==> src/rtl/axis_sram_pkg.sv <==
// Shared definitions for the AXI4-Stream to SRAM-word packer: dout field layout,
// tuser destination offset, FSM state encoding and small constant helpers.
package axis_sram_pkg;

  localparam int PAYLOAD_LSB   = 0;
  localparam int TUSER_DST_LSB = 24;
  localparam int POP_MAX_W     = 256;

  typedef enum logic [1:0] {
    ST_IDLE = 2'd0,
    ST_HDR  = 2'd1,
    ST_DATA = 2'd2,
    ST_DROP = 2'd3
  } state_e;

  function automatic int clog2(input int v);
    int r;
    r = 0;
    while ((1 << r) < v) r++;
    return r;
  endfunction

  // dout is {sop, eop, bcnt, payload}, MSB first
  function automatic int bcnt_lsb(input int mem_w);
    return PAYLOAD_LSB + mem_w;
  endfunction

  function automatic int eop_bit(input int mem_w, input int bcnt_w);
    return bcnt_lsb(mem_w) + bcnt_w;
  endfunction

  function automatic int sop_bit(input int mem_w, input int bcnt_w);
    return eop_bit(mem_w, bcnt_w) + 1;
  endfunction

  function automatic int popcount(input logic [POP_MAX_W-1:0] v);
    int n;
    n = 0;
    for (int i = 0; i < POP_MAX_W; i++) n += int'(v[i]);
    return n;
  endfunction

endpackage

==> src/rtl/axis_sram_slice_sel.sv <==
// Selects one memory slice from the held beat and reports its byte count and
// whether it is the last slice to emit for that beat.
module axis_sram_slice_sel
  import axis_sram_pkg::*;
#(
  parameter int C_S_AXIS_DATA_WIDTH = 256,
  parameter int C_MEM_DATA_WIDTH    = 128,
  localparam int R      = C_S_AXIS_DATA_WIDTH / C_MEM_DATA_WIDTH,
  localparam int IDX_W  = (R > 1) ? clog2(R) : 1,
  localparam int BCNT_W = clog2(C_MEM_DATA_WIDTH / 8 + 1)
) (
  input  logic [IDX_W-1:0]                 idx,
  input  logic [C_S_AXIS_DATA_WIDTH-1:0]   hold_tdata,
  input  logic [C_S_AXIS_DATA_WIDTH/8-1:0] hold_tstrb,
  input  logic                             hold_tlast,
  output logic [C_MEM_DATA_WIDTH-1:0]      slice_data,
  output logic [BCNT_W-1:0]                slice_bcnt,
  output logic                             is_final
);

  localparam int SB = C_MEM_DATA_WIDTH / 8;

  logic [SB-1:0]        slice_strb;
  logic [POP_MAX_W-1:0] pop_in;
  logic [IDX_W-1:0]     last_idx;

  always_comb begin
    slice_data = hold_tdata[int'(idx)*C_MEM_DATA_WIDTH +: C_MEM_DATA_WIDTH];
    slice_strb = hold_tstrb[int'(idx)*SB +: SB];
    pop_in     = '0;
    pop_in[SB-1:0] = slice_strb;
    slice_bcnt = BCNT_W'(popcount(pop_in));

    // highest slice holding any valid byte; slice 0 if the strobe is empty
    last_idx = '0;
    for (int s = 0; s < R; s++) begin
      if (|hold_tstrb[s*SB +: SB]) last_idx = IDX_W'(s);
    end

    is_final = hold_tlast ? (idx == last_idx) : (int'(idx) == R - 1);
  end

endmodule

==> src/rtl/axis_sram_packer.sv <==
// AXI4-Stream to SRAM-word packer: one header word per packet, then one tagged
// word per memory slice; packets without a destination queue are dropped.
//   state | meaning
//   IDLE  | waiting for the first beat of a packet
//   HDR   | emitting the header word built from tuser
//   DATA  | emitting slices of the held beat
//   DROP  | swallowing beats of a packet with an empty queue mask
module axis_sram_packer
  import axis_sram_pkg::*;
#(
  parameter int C_S_AXIS_DATA_WIDTH  = 256,
  parameter int C_S_AXIS_TUSER_WIDTH = 128,
  parameter int C_MEM_DATA_WIDTH     = 128,
  parameter int C_NUM_QUEUES         = 5,
  localparam int BCNT_W = clog2(C_MEM_DATA_WIDTH / 8 + 1),
  localparam int DOUT_W = C_MEM_DATA_WIDTH + 2 + BCNT_W
) (
  input  logic                              clk,
  input  logic                              reset,
  input  logic                              tvalid,
  output logic                              tready,
  input  logic [C_S_AXIS_DATA_WIDTH-1:0]    tdata,
  input  logic [C_S_AXIS_DATA_WIDTH/8-1:0]  tstrb,
  input  logic [C_S_AXIS_TUSER_WIDTH-1:0]   tuser,
  input  logic                              tlast,
  output logic [DOUT_W-1:0]                 dout,
  output logic                              dout_valid,
  output logic [C_NUM_QUEUES-1:0]           oq,
  input  logic                              memfull,
  output logic [31:0]                       drop_count
);

  localparam int R        = C_S_AXIS_DATA_WIDTH / C_MEM_DATA_WIDTH;
  localparam int IDX_W    = (R > 1) ? clog2(R) : 1;
  localparam int SOP_BIT  = sop_bit(C_MEM_DATA_WIDTH, BCNT_W);
  localparam int EOP_BIT  = eop_bit(C_MEM_DATA_WIDTH, BCNT_W);
  localparam int BCNT_LSB = bcnt_lsb(C_MEM_DATA_WIDTH);

  state_e state_q, state_d;
  logic [IDX_W-1:0] idx_q, idx_d;

  logic                              hold_valid;
  logic [C_S_AXIS_DATA_WIDTH-1:0]    hold_tdata;
  logic [C_S_AXIS_DATA_WIDTH/8-1:0]  hold_tstrb;
  logic                              hold_tlast;
  logic [C_S_AXIS_TUSER_WIDTH-1:0]   tuser_q;
  logic [C_NUM_QUEUES-1:0]           mask_q;
  logic [C_NUM_QUEUES-1:0]           mask_in;

  logic [C_MEM_DATA_WIDTH-1:0] slice_data;
  logic [BCNT_W-1:0]           slice_bcnt;
  logic                        is_final;

  logic accept, emit, emit_hdr, hold_load, hold_clear, mask_load, pkt_start, drop_inc;
  logic [DOUT_W-1:0] dout_d;

  axis_sram_slice_sel #(
    .C_S_AXIS_DATA_WIDTH (C_S_AXIS_DATA_WIDTH),
    .C_MEM_DATA_WIDTH    (C_MEM_DATA_WIDTH)
  ) u_slice_sel (
    .idx        (idx_q),
    .hold_tdata (hold_tdata),
    .hold_tstrb (hold_tstrb),
    .hold_tlast (hold_tlast),
    .slice_data (slice_data),
    .slice_bcnt (slice_bcnt),
    .is_final   (is_final)
  );

  assign mask_in = tuser[TUSER_DST_LSB +: C_NUM_QUEUES];

  always_comb begin
    tready = !reset && (state_q != ST_HDR) &&
             ((state_q == ST_IDLE) || (state_q == ST_DROP) || !hold_valid ||
              ((state_q == ST_DATA) && is_final && !memfull));
  end

  assign accept = tvalid && tready;

  always_ff @(posedge clk) begin
    if (reset) state_q <= ST_IDLE;
    else       state_q <= state_d;
  end

  always_comb begin
    state_d    = state_q;
    idx_d      = idx_q;
    emit       = 1'b0;
    emit_hdr   = 1'b0;
    hold_load  = 1'b0;
    hold_clear = 1'b0;
    mask_load  = 1'b0;
    pkt_start  = 1'b0;
    drop_inc   = 1'b0;

    case (state_q)
      ST_IDLE: pkt_start = accept;
      ST_HDR: begin
        if (!memfull) begin
          emit     = 1'b1;
          emit_hdr = 1'b1;
          idx_d    = '0;
          state_d  = ST_DATA;
        end
      end
      ST_DATA: begin
        if (!hold_valid) begin
          hold_load = accept;
        end else if (!memfull) begin
          emit = 1'b1;
          if (is_final) begin
            idx_d = '0;
            if (hold_tlast) begin
              // a beat accepted alongside the eop slice opens the next packet
              state_d    = ST_IDLE;
              hold_clear = 1'b1;
              pkt_start  = accept;
            end else if (accept) begin
              hold_load = 1'b1;
            end else begin
              hold_clear = 1'b1;
            end
          end else begin
            idx_d = idx_q + IDX_W'(1);
          end
        end
      end
      ST_DROP: begin
        if (accept && tlast) begin
          drop_inc = 1'b1;
          state_d  = ST_IDLE;
        end
      end
      default: state_d = ST_IDLE;
    endcase

    if (pkt_start) begin
      if (mask_in != '0) begin
        state_d   = ST_HDR;
        hold_load = 1'b1;
        mask_load = 1'b1;
      end else if (tlast) begin
        state_d  = ST_IDLE;
        drop_inc = 1'b1;
      end else begin
        state_d = ST_DROP;
      end
    end
  end

  always_comb begin
    dout_d = '0;
    if (emit_hdr) begin
      dout_d[SOP_BIT] = 1'b1;
      dout_d[PAYLOAD_LSB +: C_S_AXIS_TUSER_WIDTH] = tuser_q;
    end else begin
      dout_d[EOP_BIT] = hold_tlast && is_final;
      dout_d[BCNT_LSB +: BCNT_W] = slice_bcnt;
      dout_d[PAYLOAD_LSB +: C_MEM_DATA_WIDTH] = slice_data;
    end
  end

  always_ff @(posedge clk) begin
    if (reset) begin
      idx_q      <= '0;
      hold_valid <= 1'b0;
      hold_tdata <= '0;
      hold_tstrb <= '0;
      hold_tlast <= 1'b0;
      tuser_q    <= '0;
      mask_q     <= '0;
      dout       <= '0;
      dout_valid <= 1'b0;
      oq         <= '0;
      drop_count <= '0;
    end else begin
      idx_q <= idx_d;
      if (hold_load) begin
        hold_valid <= 1'b1;
        hold_tdata <= tdata;
        hold_tstrb <= tstrb;
        hold_tlast <= tlast;
      end else if (hold_clear) begin
        hold_valid <= 1'b0;
      end
      if (mask_load) begin
        mask_q  <= mask_in;
        tuser_q <= tuser;
      end
      dout_valid <= emit;
      if (emit) begin
        dout <= dout_d;
        oq   <= mask_q;
      end
      if (drop_inc && (drop_count != 32'hFFFF_FFFF)) drop_count <= drop_count + 32'd1;
    end
  end

endmodule

==> config.mk <==
export PLATFORM = sky130hd
export DESIGN_NAME = axis_sram_packer
export DESIGN_NICKNAME = d
export VERILOG_FILES = /design/src/rtl/axis_sram_pkg.sv /design/src/rtl/axis_sram_slice_sel.sv /design/src/rtl/axis_sram_packer.sv
export SDC_FILE = /design/constraint.sdc
export NUM_CORES = 1
export LEC_CHECK = 0
export CORE_ASPECT_RATIO = 1.1
export CORE_UTILIZATION = 45
export DETAILED_ROUTE_END_ITERATION = 10
export PLACE_DENSITY = 0.75
export SYNTH_ARGS = -nofsm -noshare
export SYNTH_HDL_FRONTEND = slang
export SYNTH_SLANG_ARGS = --single-unit
==> constraint.sdc <==
create_clock -name clk -period 5.41 [get_ports clk]
set_clock_uncertainty 0.15 [all_clocks]
set_input_delay 1.082 -clock clk [delete_from_list [all_inputs] [get_ports clk]]
set_output_delay 1.082 -clock clk [all_outputs]
set_load 0.02 [all_outputs]
Yosys cells after proc, flatten, opt, wreduce, memory -nomap -nowiden
Cells that the tools add are included.
{ "word_totals": {"regBits": 599, "in_bits": 421, "out_inout_bits": 174, "wordCells": 120} }
{ "classes": {"addsub": 17, "n_eq_ne": 15, "n_shift": 2, "muxes": 52, "n_reduce_logical": 22} }
{ "op_table": {"columns": ["cell", "count"], "rows": [
  ["indexed part select 256 x 9 -> 128 bit", 1],
  ["2-to-1 mux 128 bit", 1],
  ["adder 5 x 2 -> 5 bit", 14],
  ["2-to-1 mux 1 bit", 37],
  ["adder 32 x 1 -> 32 bit, second input constant", 1],
  ["inequality test 32 bit, second input constant", 1],
  ["indexed part select 32 x 6 -> 16 bit", 1],
  ["2-to-1 mux 2 bit", 9],
  ["OR reduction 16 bit", 1],
  ["inequality test 3 bit, second input constant", 5],
  ["logical AND 1 bit", 8],
  ["AND reduction 7 bit", 1],
  ["2-to-1 mux 6 bit", 1],
  ["inequality test 2 bit, second input constant", 3],
  ["one-hot mux 1 bit (2 select lines)", 3],
  ["one-hot mux 2 bit (3 select lines)", 1],
  ["nonzero test 5 bit", 1],
  ["== test 2 bit, second input constant", 2],
  ["AND reduction 4 bit", 1],
  ["nonzero test 2 bit", 2],
  ["nonzero test 4 bit", 1],
  ["logical NOT 1 bit", 3],
  ["logical OR 1 bit", 3],
  ["inequality test 3 x 2 -> 1 bit, second input constant", 1],
  ["6 further kinds", 6]
]} }

Depth between registers and ports, before layout
{ "depth": {"depth_word": 18, "mapped_depth": 18, "ltp_nobuf": 14} }

By module
Synthesis repeated with hierarchy kept, for this count alone.
{ "hier_totals": {"hier_cells": 2742, "hier_area_um2": 24840.1} }
{ "modules_own_cells": {"columns": ["mod", "n_inst", "cells_per_inst", "area_per_inst_um2", "seq_area_each_um2"], "rows": [
  ["axis_sram_packer", 1, 2539, 22683.0, 11891.4],
  ["axis_sram_slice_sel", 1, 203, 2157.1, 0.0]
]} }

Least setup slack after synthesis
Ideal clock, no wire load.
{ "synth_path": {"path_type": "flip-flop to flip-flop", "start": "register idx_q", "end": "register dout[130]", "setup_ns": 0.128, "arrival_time_ns": 5.538, "required_time_ns": 5.132, "slack_ns": -0.406, "stages_incl_launch_ff": 17, "path_buffers": 4, "period_less_slack_ns": 5.816, "cell_sequence": "dfxtp_1 clkbuf_1 clkbuf_1 clkbuf_1 buf_1 mux2_2 ha_1 fa_1 fa_1 fa_1 fa_1 inv_1 fa_1 fa_1 xnor2_1 a22oi_1 nor2_1"} }
{ "synth_between": {"elab_chain_len": 17} }
{ "synth_lines": {"columns": ["item", "line", "text"], "rows": [
  ["from (decl)", "axis_sram_packer.sv:40", "logic [IDX_W-1:0] idx_q, idx_d;"],
  ["from (signal assigned)", "axis_sram_packer.sv:177", "idx_q <= idx_d;"],
  ["indexed part select 32 x 6 -> 16 bit *", "axis_sram_slice_sel.sv:29", "slice_strb = hold_tstrb[int'(idx)*SB +: SB];"],
  ["adder 1 x 1 -> 2 bit", "axis_sram_pkg.sv:39", "for (int i = 0; i < POP_MAX_W; i++) n += int'(v[i]);"],
  ["adder 5 x 2 -> 5 bit (13 in series)", "axis_sram_pkg.sv:39", null],
  ["adder 5 x 2 -> 5 bit *", "axis_sram_pkg.sv:39", null],
  ["2-to-1 mux 6 bit *", "axis_sram_packer.sv:153", "if (emit_hdr) begin"],
  ["to (signal assigned)", "axis_sram_packer.sv:192", "dout <= dout_d;"],
  ["to (decl)", "axis_sram_packer.sv:26", "output logic [DOUT_W-1:0] dout,"]
]} }
Mark *: on every way between the ends. The rest lies on a longest branch, timed or not.
A chain may end at the register's enable or synchronous reset.

Final worst setup path
Same ends and word-level chain as after synthesis.

==> results.py <==
metrics = {
    "setup_path": {
        "critical_path.max_stage_delay_ns": 0.54,
        "crit_required_ns": 5.72,
        "timing.rr.end": "dout[130]",
        "reg2reg_from": "idx_q",
        "critPathSlowestCell": "fa_1",
        "reg2regPathDepth": 12,
        "reg2reg_slack_ns": 0.69,
        "cp_data_arrival_time_ns": 5.03,
        "setup.worst_path.end_class": "flop",
        "cp_max_fo": 9,
        "crit_path_start_kind": "flop",
        "path_cells": "mux2_2 -> ha_1 -> fa_1 -> fa_1 -> fa_1 -> fa_1 -> inv_1 -> fa_1 -> fa_1 -> xnor2_1 -> a22oi_1 -> nor2_1",
        "path_class": "flop to flop",
        "cpMostUsedCell": "fa_1",
    },
    "logic_synthesis": {
        "synthTopCellsByArea": "dfxtp_1, nand2_1, a21oi_1",
        "synth_edf_count": 0,
        "ys.warnings.count": 0,
        "synthTopCellsByCount": "nand2_1, dfxtp_1, a21oi_1, nor2_1, clkbuf_1",
        "synthDistinctLibCells": 60,
        "syn-num-nets": 3352,
        "synth.most_common_cell": "nand2_1",
        "syn_area_um2": 24040,
        "synth_ff_type": "dfxtp_1",
        "syn_avg_cell_area_um2": 8.260,
        "yosys.area.top_type_share_pct": 49.47,
        "synth_largest_area_cell": "dfxtp_1",
        "synth-seq-cells": 594,
        "ys_seq_area_share_pct": 49.47,
        "async_flop_share_pct": 0,
        "synth_cells": 2910,
    },
    "final_layout": {
        "drive_gt1_share_pct": 6.829,
        "area_growth_pct": 34.24,
        "fin_cells": 4097,
        "final_nets": 3804,
    },
    "global_route": {
        "grt_pass1_wl_um": 116100,
        "grt_use_total_pct": 26.73,
        "antenna_found_initial": 19,
        "grt_max_degree": 215,
        "overflow": 0,
        "grt_pass1_vias": 21137,
    },
    "clock_network": {
        "clk_pin_slew_ns": 0.06,
        "cts.repair.resized": 0,
        "postCtsHoldBufs": 0,
        "cts.path.max_buffers": 3,
        "cts_setup_buffers": 0,
        "cts_tree": "built",
        "htreeDepth": 2,
        "insertion_delay_ns": 0.62,
        "clockRootBuffer": "clkbuf_16",
        "clock-sinks": 594,
        "numCtsBuffers": 61,
    },
    "hold_path": {
        "hold_depth": 2,
        "hold_class": "flop to flop",
        "hold_end": "hold_tdata[239]",
        "hold_start": "hold_tdata[239]",
    },
    "placed_design": {
        "place_inst": 3974,
        "dpl.hpwl_um": 48810,
        "gp_congestion": 0.8417,
        "io_buffers": 594,
    },
    "sta": {
        "rsz0062_at_grt": "false",
        "slew-limit-headroom_pct": 25.22,
        "hold_viol_final": 0,
        "period_share_pct": 87.28,
        "fmax_ghz": 0.2118,
        "setup_tns_ns": 0,
        "finalSetupViolations": 0,
        "fin_crit_ns": 4.722,
        "tightest_slew_ns": 1.122,
        "drv_slew": 0,
    },
    "pwr": {
        "powerDensity_nw_per_um2": 348.7,
        "p_total_w": 0.01125,
        "peakVddDrop_mv": 0.2498,
        "p_leak_nw": 11.37,
    },
    "floorplan": {
        "io_pins": 595,
        "coreArea_um2": 52630,
        "die_area_um2": 54350,
        "initial_utilization_pct": 45.67,
        "die_w_um": 222.4,
        "rows": 88,
        "die_height_um": 244.4,
    },
    "run": {
        "max_cap_viol_count": 0,
    },
    "routing": {
        "vias": 21923,
        "drc": 0,
        "vias_per_cell": 5.351,
        "ant_nets": 0,
        "drt-total-wl_um": 74910,
        "wire_per_inst_um": 18.29,
        "firstDrtPassIters": 7,
        "drt_iter0_markers": 1495,
    },
    "status": {
        "outcome": "finished, final reports clean",
    },
}
[through the flow]
stage / util [%] / instance area, um^2 / hold WS (ns) / setup WS [ns]
2_1_floorplan: - / 24040 / 0.2829 / 0.06714
3_3_place_gp: 57.39 / 30200 / 0.2893 / 0.7202
3_5_place_dp: 57.39 / 30200 / 0.2939 / 0.6781
4_1_cts: 61.26 / 32240 / 0.3023 / 0.6768
5_1_grt: 61.31 / 32270 / 0.3146 / 0.4893
6_report: 61.31 / 32270 / 0.3011 / 0.6883
[cell usage in the layout (no fill, tap or decap), types with 3 or more instances in the layout]
cell type,instances
bufinv_16,6
buf_4,13
clkinv_4,3
mux2_1,5
inv_1,13
mux2i_1,84
or3_1,7
nor2b_1,12
buf_12,16
a222oi_1,53
diode_2,10
nor2_1,250
nand3_1,18
nor4_4,3
dfxtp_1,593
nand2b_1,3
or4_1,4
nand2_2,3
and3_1,3
a22oi_1,6
a211oi_1,78
ha_1,11
and4_1,4
nand2_1,846
nor3_1,3
clkdlybuf4s50_1,593
o21ai_0,8
fa_1,10
o31ai_1,4
clkbuf_16,62
a21oi_1,509
mux2_2,68
clkbuf_1,18
nand4_1,13
nor4_2,10
xor2_1,4
clkinv_2,12
clkbuf_8,8
xnor2_1,13
[worst max-delay path by stage]
stage	start	end	cells after the start
2_1_floorplan	idx_q	dout[130]	16
3_3_place_gp	idx_q	dout[130]	12
3_5_place_dp	idx_q	dout[130]	12
4_1_cts	idx_q	dout[130]	12
5_1_grt	idx_q	dout[132]	12
6_report	idx_q	dout[130]	12
[worst max-delay path, delay by kind of cell, from the launching register on]
family	cells	cell delay, ns
flip-flops	1	0.41
multiplexers	1	0.35
AO/OA/AOI/OAI	1	0.13
AND/OR/NAND/NOR	1	0.05
XOR/XNOR	1	0.14
buffers and inverters	1	0.05
adder cells (fa/ha/maj)	7	3.27
[final cells by class]
| class | instances | area, um^2 |
|---|---|---|
| Antenna cell | 10 | 25.02 |
| Clock buffer | 88 | 1729 |
| Clock inverter | 25 | 310.3 |
| Fill cell | 4597 | 20360 |
| Inverter | 14 | 52.55 |
| Multi-Input combinational cell | 2068 | 11040 |
| Sequential cell | 594 | 11900 |
| Tap cell | 675 | 844.6 |
| Timing Repair Buffer | 623 | 6369 |
[layer usage]
metal / wire (um) / vias to the layer above / share of wire (%) / GRT usage [%]
met4: 3965 / 18 / 5.3 / 14.83
met1: 29890 / 10281 / 40 / 31.46
met5: 117 / - / 0.16 / 0
met3: 5463 / 187 / 7.3 / 6.933
li1: - / 10740 / - / -
met2: 35480 / 697 / 47 / 44.36
[sequential cells by signal, indices dropped and copies added, names as in the netlist]
register / count
hold_tstrb: 32
oq: 5
idx_q: 1
dout: 135
drop_count: 32
dout_valid: 1
tuser_q: 128
state_q: 2
hold_tdata: 256
hold_valid: 1
hold_tlast: 1
[power breakdown]
group / total (W) / leakage, nW / switching (W) / internal, W
clock: 0.00427 / 1.00 / 0.00176 / 0.00251
combinational: 0.00201 / 5.54 / 0.00118 / 0.000831
sequential: 0.00497 / 4.82 / 0.000213 / 0.00476
[cells by family after synthesis]
logic type | count (synthesis) | share of synthesized area [%]
AND/OR/NAND/NOR | 1198 | 20.34
AO/OA/AOI/OAI | 675 | 16.48
flip-flops | 594 | 49.47
buffers and inverters | 248 | 4.768
multiplexers | 157 | 6.918
adder cells (fa/ha/maj) | 21 | 1.405
XOR/XNOR | 17 | 0.6194
(Power assumes the default switching activity.)
